`config.mk`:
```
export PLATFORM = sky130hd
export DESIGN_NAME = spi_sclk_gen
export DESIGN_NICKNAME = d
export VERILOG_FILES = /design/src/rtl/spi_pkg.sv /design/src/rtl/spi_half_period_counter.sv /design/src/rtl/spi_sclk_gen.sv
export SDC_FILE = /design/constraint.sdc
export NUM_CORES = 1
export LEC_CHECK = 0
export CAP_MARGIN = 20
export CORE_MARGIN = 4
export CORE_UTILIZATION = 58
export DETAILED_ROUTE_END_ITERATION = 16
export PLACE_DENSITY_LB_ADDON = 0.25
export RECOVER_POWER = 100
export SLEW_MARGIN = 40
export SYNTH_ARGS = -nofsm -noshare
export SYNTH_HDL_FRONTEND = slang
export SYNTH_SLANG_ARGS = --single-unit
```
`constraint.sdc`:
```
create_clock -name clk -period 4.17 [get_ports clk]
set_clock_uncertainty 0.1 [all_clocks]
set_input_delay 0.834 -clock clk [delete_from_list [all_inputs] [get_ports clk]]
set_output_delay 0.834 -clock clk [all_outputs]
set_load 0.1 [all_outputs]
```
`src/rtl/spi_pkg.sv`:
```
// Shared definitions for the SPI serial-clock generator: FSM state encoding,
// SPI mode constants ({cpol,cpha}) and the bit-count helper.
package spi_pkg;

    typedef enum logic [1:0] {
        IDLE     = 2'd0,
        SETUP    = 2'd1,
        CLOCKING = 2'd2,
        HOLD     = 2'd3
    } spi_state_t;

    // SPI modes, encoded as {cpol, cpha}
    localparam logic [1:0] MODE0 = 2'b00;
    localparam logic [1:0] MODE1 = 2'b01;
    localparam logic [1:0] MODE2 = 2'b10;
    localparam logic [1:0] MODE3 = 2'b11;

    // Transfer length in bits from the programmed "bit count minus one"
    function automatic int unsigned xfer_bits(input int unsigned nbits);
        return nbits + 1;
    endfunction

endpackage

```
`src/rtl/spi_half_period_counter.sv`:
```
// Programmable half-period divider. Counts 0..i_div and flags the terminal
// count; a divider of 0 produces a terminal count on every enabled cycle.
module spi_half_period_counter #(
    parameter int DIV_W = 8
) (
    input  logic             clk,
    input  logic             reset,
    input  logic             i_clear,
    input  logic             i_enable,
    input  logic [DIV_W-1:0] i_div,
    output logic             o_tc
);

    logic [DIV_W-1:0] r_cnt;
    logic             w_at_term;

    assign w_at_term = (r_cnt == i_div);
    assign o_tc      = i_enable && w_at_term;

    // Count up while enabled, wrap to zero at the terminal count
    always_ff @(posedge clk) begin
        if (reset || i_clear) begin
            r_cnt <= '0;
        end else if (i_enable) begin
            r_cnt <= w_at_term ? '0 : r_cnt + 1'b1;
        end
    end

endmodule

```
`src/rtl/spi_sclk_gen.sv`:
```
// SPI serial-clock generator for one framed transfer of N bits in any
// CPOL/CPHA mode. A transfer is 2N+1 half-periods: SETUP, 2N-1 clocking
// half-periods, then a chip-select HOLD half-period. All outputs are
// registered; strobes coincide with the first cycle of the new sclk level.
module spi_sclk_gen
    import spi_pkg::*;
#(
    parameter int DIV_W = 8,
    parameter int BIT_W = 5
) (
    input  logic             clk,
    input  logic             reset,
    input  logic             start,
    input  logic             abort,
    input  logic [DIV_W-1:0] divider,
    input  logic [BIT_W-1:0] nbits,
    input  logic             cpol,
    input  logic             cpha,
    output logic             sclk,
    output logic             sample_en,
    output logic             shift_en,
    output logic             half_tick,
    output logic             busy,
    output logic             done
);

    // Edge numbers run up to 2*2^BIT_W, which needs one bit more than the
    // bit count itself plus one, so the edge counter never wraps.
    localparam int EDGE_W = BIT_W + 2;

    spi_state_t        r_state;
    logic [DIV_W-1:0]  r_div_l;
    logic [EDGE_W-1:0] r_last_edge;
    logic [EDGE_W-1:0] r_edge_cnt;
    logic              r_cpol_l;
    logic              r_cpha_l;

    logic              r_sclk;
    logic              r_sample;
    logic              r_shift;
    logic              r_half;
    logic              r_busy;
    logic              r_done;

    logic              w_tc;
    logic [EDGE_W-1:0] w_edge_num;
    logic              w_odd;
    logic              w_last;
    logic              w_sample;
    logic              w_shift;

    spi_half_period_counter #(
        .DIV_W (DIV_W)
    ) u_half_cnt (
        .clk      (clk),
        .reset    (reset),
        .i_clear  (r_state == IDLE),
        .i_enable (r_state != IDLE),
        .i_div    (r_div_l),
        .o_tc     (w_tc)
    );

    // Number of the edge produced by the current terminal count (1..2N)
    assign w_edge_num = r_edge_cnt + EDGE_W'(1);
    assign w_odd      = w_edge_num[0];
    assign w_last     = (w_edge_num == r_last_edge);

    // Decode which strobe the upcoming edge carries for the latched mode
    always_comb begin
        w_sample = 1'b0;
        w_shift  = 1'b0;
        case ({r_cpol_l, r_cpha_l})
            MODE0, MODE2: begin
                // Leading edges sample; trailing edges shift, except the final
                // one since the first bit was preloaded at start.
                w_sample = w_odd;
                w_shift  = !w_odd && !w_last;
            end
            MODE1, MODE3: begin
                w_shift  = w_odd;
                w_sample = !w_odd;
            end
            default: begin
                w_sample = 1'b0;
                w_shift  = 1'b0;
            end
        endcase
    end

    // Transfer FSM with registered sclk, strobes and handshakes
    always_ff @(posedge clk) begin
        if (reset) begin
            r_state     <= IDLE;
            r_div_l     <= '0;
            r_last_edge <= '0;
            r_edge_cnt  <= '0;
            r_cpol_l    <= 1'b0;
            r_cpha_l    <= 1'b0;
            r_sclk      <= 1'b0;
            r_sample    <= 1'b0;
            r_shift     <= 1'b0;
            r_half      <= 1'b0;
            r_busy      <= 1'b0;
            r_done      <= 1'b0;
        end else begin
            r_sample <= 1'b0;
            r_shift  <= 1'b0;
            r_half   <= 1'b0;
            r_done   <= 1'b0;
            case (r_state)
                IDLE: begin
                    r_sclk <= cpol;
                    if (start && !abort) begin
                        r_div_l     <= divider;
                        r_last_edge <= EDGE_W'(2 * xfer_bits(32'(nbits)));
                        r_cpol_l    <= cpol;
                        r_cpha_l    <= cpha;
                        r_edge_cnt  <= '0;
                        r_state     <= SETUP;
                        r_busy      <= 1'b1;
                    end
                end
                default: begin
                    if (abort) begin
                        r_state <= IDLE;
                        r_sclk  <= cpol;
                        r_busy  <= 1'b0;
                    end else if (w_tc) begin
                        r_half <= 1'b1;
                        if (r_state == HOLD) begin
                            r_state <= IDLE;
                            r_busy  <= 1'b0;
                            r_done  <= 1'b1;
                        end else begin
                            r_edge_cnt <= w_edge_num;
                            r_sample   <= w_sample;
                            r_shift    <= w_shift;
                            if (w_last) begin
                                r_sclk  <= r_cpol_l;
                                r_state <= HOLD;
                            end else begin
                                r_sclk  <= ~r_sclk;
                                r_state <= CLOCKING;
                            end
                        end
                    end
                end
            endcase
        end
    end

    assign sclk      = r_sclk;
    assign sample_en = r_sample;
    assign shift_en  = r_shift;
    assign half_tick = r_half;
    assign busy      = r_busy;
    assign done      = r_done;

endmodule

```
# After elaboration in Yosys (flattened, before gate mapping)
# Index checks and enable logic that the tools add are counted.
classes:
  add_sub_neg: 3
  multipliers: 0
  n_div: 0
  order_cmp: 0
  n_eq_ne: 10
  shifts: 0
  muxes: 26
  bitwise_logic: 2
  n_reduce_logical: 23
ops:
  columns: ["op", "count"]
  rows:
  - ["2-to-1 mux 7 bit", 5]
  - ["2-to-1 mux 1 bit", 13]
  - ["2-to-1 mux 2 bit", 5]
  - ["adder 8 x 1 -> 8 bit (second input constant)", 1]
  - ["equality test 8 bit", 1]
  - ["2-to-1 mux 8 bit", 1]
  - ["adder 7 x 1 -> 7 bit (second input constant)", 1]
  - ["equality test 7 bit", 1]
  - ["adder 5 x 1 -> 6 bit (second input constant)", 1]
  - ["equality test 2 bit (second input constant)", 3]
  - ["AND reduction 2 bit", 3]
  - ["nonzero test 3 bit", 2]
  - ["OR reduction 5 bit", 1]
  - ["zero test 2 bit", 2]
  - ["inequality test 2 x 1 -> 1 bit (second input constant)", 2]
  - ["case mux 1 bit (2 select lines)", 2]
  - ["AND reduction 4 bit", 1]
  - ["nonzero test 2 bit", 2]
  - ["OR reduction 2 bit", 2]
  - ["OR reduction 4 bit", 1]
  - ["logical AND 1 bit", 3]
  - ["zero test 1 bit", 3]
  - ["inequality test 3 x 2 -> 1 bit (second input constant)", 1]
  - ["AND reduction 3 bit", 1]
  - ["5 further kinds", 6]
totals:
  reg_bits: 39
  latchBits: 0
  ramBits: 0
  romBits: 0
  n_memories: 0

# Logic depth before layout (Yosys ltp)
depth:
  depth_word: 7
  mapped_depth: 7
  mapped_depth_nobuf: 7

# Cells and area by module
# Synthesis repeated with hierarchy kept, for this count alone.
hier_totals:
  hier_cells: 234
  hier_area_um2: 1968.1
by_module_without_submodules:
  columns: ["module", "instances", "cells_each", "area_per_inst_um2"]
  rows:
  - ["spi_sclk_gen", 1, 186, 1514.0]
  - ["spi_half_period_counter", 1, 48, 454.2]

# Least setup slack after synthesis
# Ideal clock, no wire load.
synth_path:
  path_kind: "input -> register"
  startpoint: "input abort"
  endpoint: "register r_sclk, in the netlist sclk"
  setup_ns: 0.071
  arrival_ns: 1.852
  required_time_ns: 3.999
  slack_ns: 2.148
  path_stages: 5
  cell_sequence: "clkbuf_1 -> nor3_1 -> nand3_1 -> a21boi_0 -> o21ai_1"
synth_between:
  elab_chain_cells: 2
  word_cells_on_any_way: 5
synth_lines:
  columns: ["element", "line_no", "rtl"]
  rows:
  - ["from (decl)", "spi_sclk_gen.sv:14", "input logic abort,"]
  - ["inequality test 3 x 2 -> 1 bit (no line), or another cell as far along", null, null]
  - ["AND reduction 2 bit (no line) or 2-to-1 mux 1 bit (tied branches)", null, null]
  - ["to (signal assigned)", "spi_sclk_gen.sv:112", "r_sclk <= cpol;"]
  - ["to (signal assigned)", "spi_sclk_gen.sv:126", "r_sclk <= cpol;"]
  - ["to (signal assigned)", "spi_sclk_gen.sv:139", "r_sclk <= r_cpol_l;"]
  - ["to (decl)", "spi_sclk_gen.sv:38", "logic r_sclk;"]
# Several ways; a longest one is shown, not always the timed one.
# A chain may end at the register's enable or synchronous reset.

# Worst setup path in the final report
layout_path:
  startpoint: "input abort"
  endpoint: "register r_edge_cnt[4]"
layout_between:
  elab_chain_cells: 4
  word_cells_on_any_way: 5
layout_lines:
  columns: ["element", "line_no", "rtl"]
  rows:
  - ["zero test 1 bit", "spi_sclk_gen.sv:113", "if (start && !abort) begin"]
  - ["logical AND 1 bit", "spi_sclk_gen.sv:113", null]
  - ["inequality test 2 bit (no line)", null, null]
  - ["AND reduction 4 bit (no line) (*)", null, null]
  - ["to (signal assigned)", "spi_sclk_gen.sv:135", "r_edge_cnt <= w_edge_num;"]
  - ["to (decl)", "spi_sclk_gen.sv:34", "logic [EDGE_W-1:0] r_edge_cnt;"]
# Mark *: on every way between the ends. The rest lies on a longest branch, timed or not.

==> impl_metrics.toml <==
[route]
dr_total_vias = 1642
drc = 0
routedWlPerCell_microns = 13.00
vias_per_cell = 5.529
drt_iter0_markers = 134
drtPass1Iterations = 4
final_antenna_net_count = 0
routed_wl_mm = 3.861

[setup_path]
r2r_cells = 7
path_class = "input pin to register"
cp-start-kind = "input pin"
cp_max_fo = 22
r2r-end = "r_state[0]$_SDFFE_PP0P_"
cp_data_arrival_time_ns = 3.14
critPathCaptureType = "register"
ff2ff_setup_slack_ns = 1.17
reg2reg_from = "r_edge_cnt[0]$_SDFFE_PP0P_"
required_ns = 4.30

[synthesis]
synth_top_family_by_area = "simple AND/OR/NAND/NOR gates"
yosys.area_share.simple_pct = 25.59
netlist_instances = 232
synth_compound_area_share_pct = 15.88
synth.net_count = 254
synth-seq-cells = 39
ys_top_cells_by_area = "dfxtp_1 (40%), xnor2_1 (9.0%), nand2_1 (6.6%)"
synth-seq-area-share_pct = 40.13
ys_async_sr_fraction_pct = 0
synth_cell_types = 42
synth-edff-count = 0
synthAdderAreaFrac_pct = 1.929
yosys.area.top_type = "dfxtp_1"
syn-cell-area_sq_um = 1946
muxShareOfSynthArea_pct = 1.093
synthFlopType = "dfxtp_1"
synth_xor_area_share_pct = 11.70
synth_top_area_share_pct = 40.13
synth_warnings = 0
synth_area_per_cell_sq_um = 8.386

[clock_tree]
htree_levels = 2
cts_resized = 0
cts_tree = "yes"
root_buffer = "clkbuf_4"
postCtsSetupBuffers = 0
ctsHoldBuffers = 0
clk_pin_slew_worst_paths_ns = 0.11
worstSkewPairLatency_ns = 0.35
clock-sinks = 39
cts_buffers = 5
clock_path_buffers = 2

[worst_hold_path]
worstHoldPathCells = 2
holdPathEnd = "r_div_l[4]$_SDFFE_PP0P_"
min_from = "r_div_l[4]$_SDFFE_PP0P_"
min_path_type = "register to register"

[power]
p_sw_mw = 0.2187
p_clk_share_pct = 25.6
combPwrFrac_pct = 19.1
ir_drop_mv = 0.2326
internal_power_mw = 0.5037
power.density_nw_per_um2 = 328.8
power.leakage_nw = 0.7383
seq_power_share_pct = 55.4
p_sw_share_pct = 30.27

[die]
die-area_sq_um = 4345
die_y_microns = 65.92
die_x_microns = 65.92
start_util_pct = 62.20
num_rows = 20
ios = 25
core_area_sq_um = 3128

[cells_and_area]
nets = 274
area_delta_synth_final_pct = 12.93
num_antenna_cells = 0
fillCellCount = 274
drive_gt1_share_pct = 4.743
layoutNonFillerInstCount = 297

[grt]
grt_max_degree = 37
grt_pass1_wl_mm = 6.561
grt_pass1_vias = 1403
antenna_found_initial = 0
overflow = 0
grtUsageTotal_pct = 19.80

[job]
drv_cap = 0

[sta]
setup_viol = 0
post-route-period-util_pct = 72.28
whs_ns = 0.3722
max_freq_ghz = 0.3318
timing_hold_violations_final = 0
finalSetupTns_ns = 0
fin_crit_ns = 3.014
worst-slew-pin-transition_ns = 1.196
timing.slew.headroom_pct = 19.15
drv_slew = 0
rsz0062_at_grt = "false"

[placement]
dp_hpwl_mm = 2.751
portBuffers = 24
gp_congestion = 0.8294
dp.cells = 289

[outcome]
status = "finished clean"
[synth_stat cells, types with 2 or more instances]
library cell	instances
dfxtp_1	39
nand2_1	34
a21oi_1	20
xnor2_1	20
nor2_1	14
clkbuf_1	10
o21ai_1	9
nand3_1	7
nor3_1	7
nor4_1	7
nand4_1	6
nor2b_1	6
xor2_1	6
a211oi_1	4
nand2b_1	4
buf_2	3
ha_1	3
o31ai_1	3
and2_1	2
and3_1	2
inv_1	2
nand3b_1	2
o211a_1	2
o21bai_1	2
[cell usage in the layout, fill, tap and decap left out, types with 6 or more instances in the layout]
cell type         n
nor3_1            7
nor4_1            7
nand3_1           7
a21oi_1          20
nor2b_1           6
xnor2_1          20
nand2_1          34
nor2_1           14
dfxtp_1          39
xor2_1            6
clkbuf_1         10
nand4_1           6
clkdlybuf4s50_1  17
o21ai_0           8
[cell families (layout without fill, tap and decap cells)]
group,count (synthesis),count (layout)
simple gates,97,97
compound gates,48,48
flops,39,39
xor+xnor,26,26
buf+inv,17,38
fa+ha+maj,3,3
mux,2,2
[worst max path at each step]
stage / from / to / cells past startpoint
floorplan: abort / sclk$_SDFFE_PP0P_ / 5
detailed placement: abort / r_edge_cnt[4]$_SDFFE_PP0P_ / 7
CTS: r_edge_cnt[0]$_SDFFE_PP0P_ / r_state[0]$_SDFFE_PP0P_ / 7
finish: abort / r_edge_cnt[4]$_SDFFE_PP0P_ / 7
global placement: abort / r_edge_cnt[4]$_SDFFE_PP0P_ / 7
global route: abort / r_edge_cnt[5]$_SDFFE_PP0P_ / 7
[critical path: stages]
cell,delay (ns)
dlygate4sd3_1,0.69
nor2b_1,0.25
and2_1,0.15
clkbuf_1,0.66
nor2_1,0.24
o21ai_0,0.22
a21oi_1,0.08
[registers in the layout, indices dropped and copies added (netlist names)]
signal,count
done,1
half_tick,1
r_cpha_l,1
r_cpol_l,1
shift_en,1
r_state,2
r_div_l,8
sample_en,1
busy,1
u_half_cnt.r_cnt,8
r_last_edge,6
r_edge_cnt,7
sclk,1
[power by group through the flow]
stage	Sequential [mW]	Clock (mW)	Combinational, mW
3_5_place_dp	0.408	0	0.144
2_1_floorplan	0.421	0	0.0876
4_1_cts	0.400	0.190	0.144
6_report	0.400	0.185	0.138
3_3_place_gp	0.408	0	0.144
5_1_grt	0.403	0.205	0.151
[per-layer routing]
layer | up-vias | global-route usage, % | wire length, microns
met2 | 34 | 31.04 | 1730
li1 | 852 | - | -
met5 | - | 0 | 0
met3 | 6 | 5.102 | 164
met1 | 750 | 26.13 | 1908
met4 | 0 | 6.995 | 58
[final cells by class]
type | instances | area (sq um) | area share, %
repair buffers | 28 | 225.2 | 10.25
clock inverters | 1 | 5.005 | 0.2278
inverters | 2 | 7.507 | 0.3417
flip-flops and latches | 39 | 780.7 | 35.54
well taps | 44 | 55.05 | 2.506
clock buffers | 7 | 45.04 | 2.050
multi-input cells | 176 | 1079 | 49.09
[through the flow]
stage | cell area [sq um] | power [mW] | setup WS (ns) | util [%]
floorplan | 1946 | 0.5083 | 2.148 | -
global placement | 2207 | 0.5516 | 1.414 | 70.56
detailed placement | 2177 | 0.5523 | 1.364 | 69.60
CTS | 2227 | 0.7346 | 1.740 | 71.20
global route | 2197 | 0.7591 | 0.9097 | 70.24
finish | 2197 | 0.7224 | 1.156 | 70.24
Note: power is estimated with default switching activity, not from simulation.
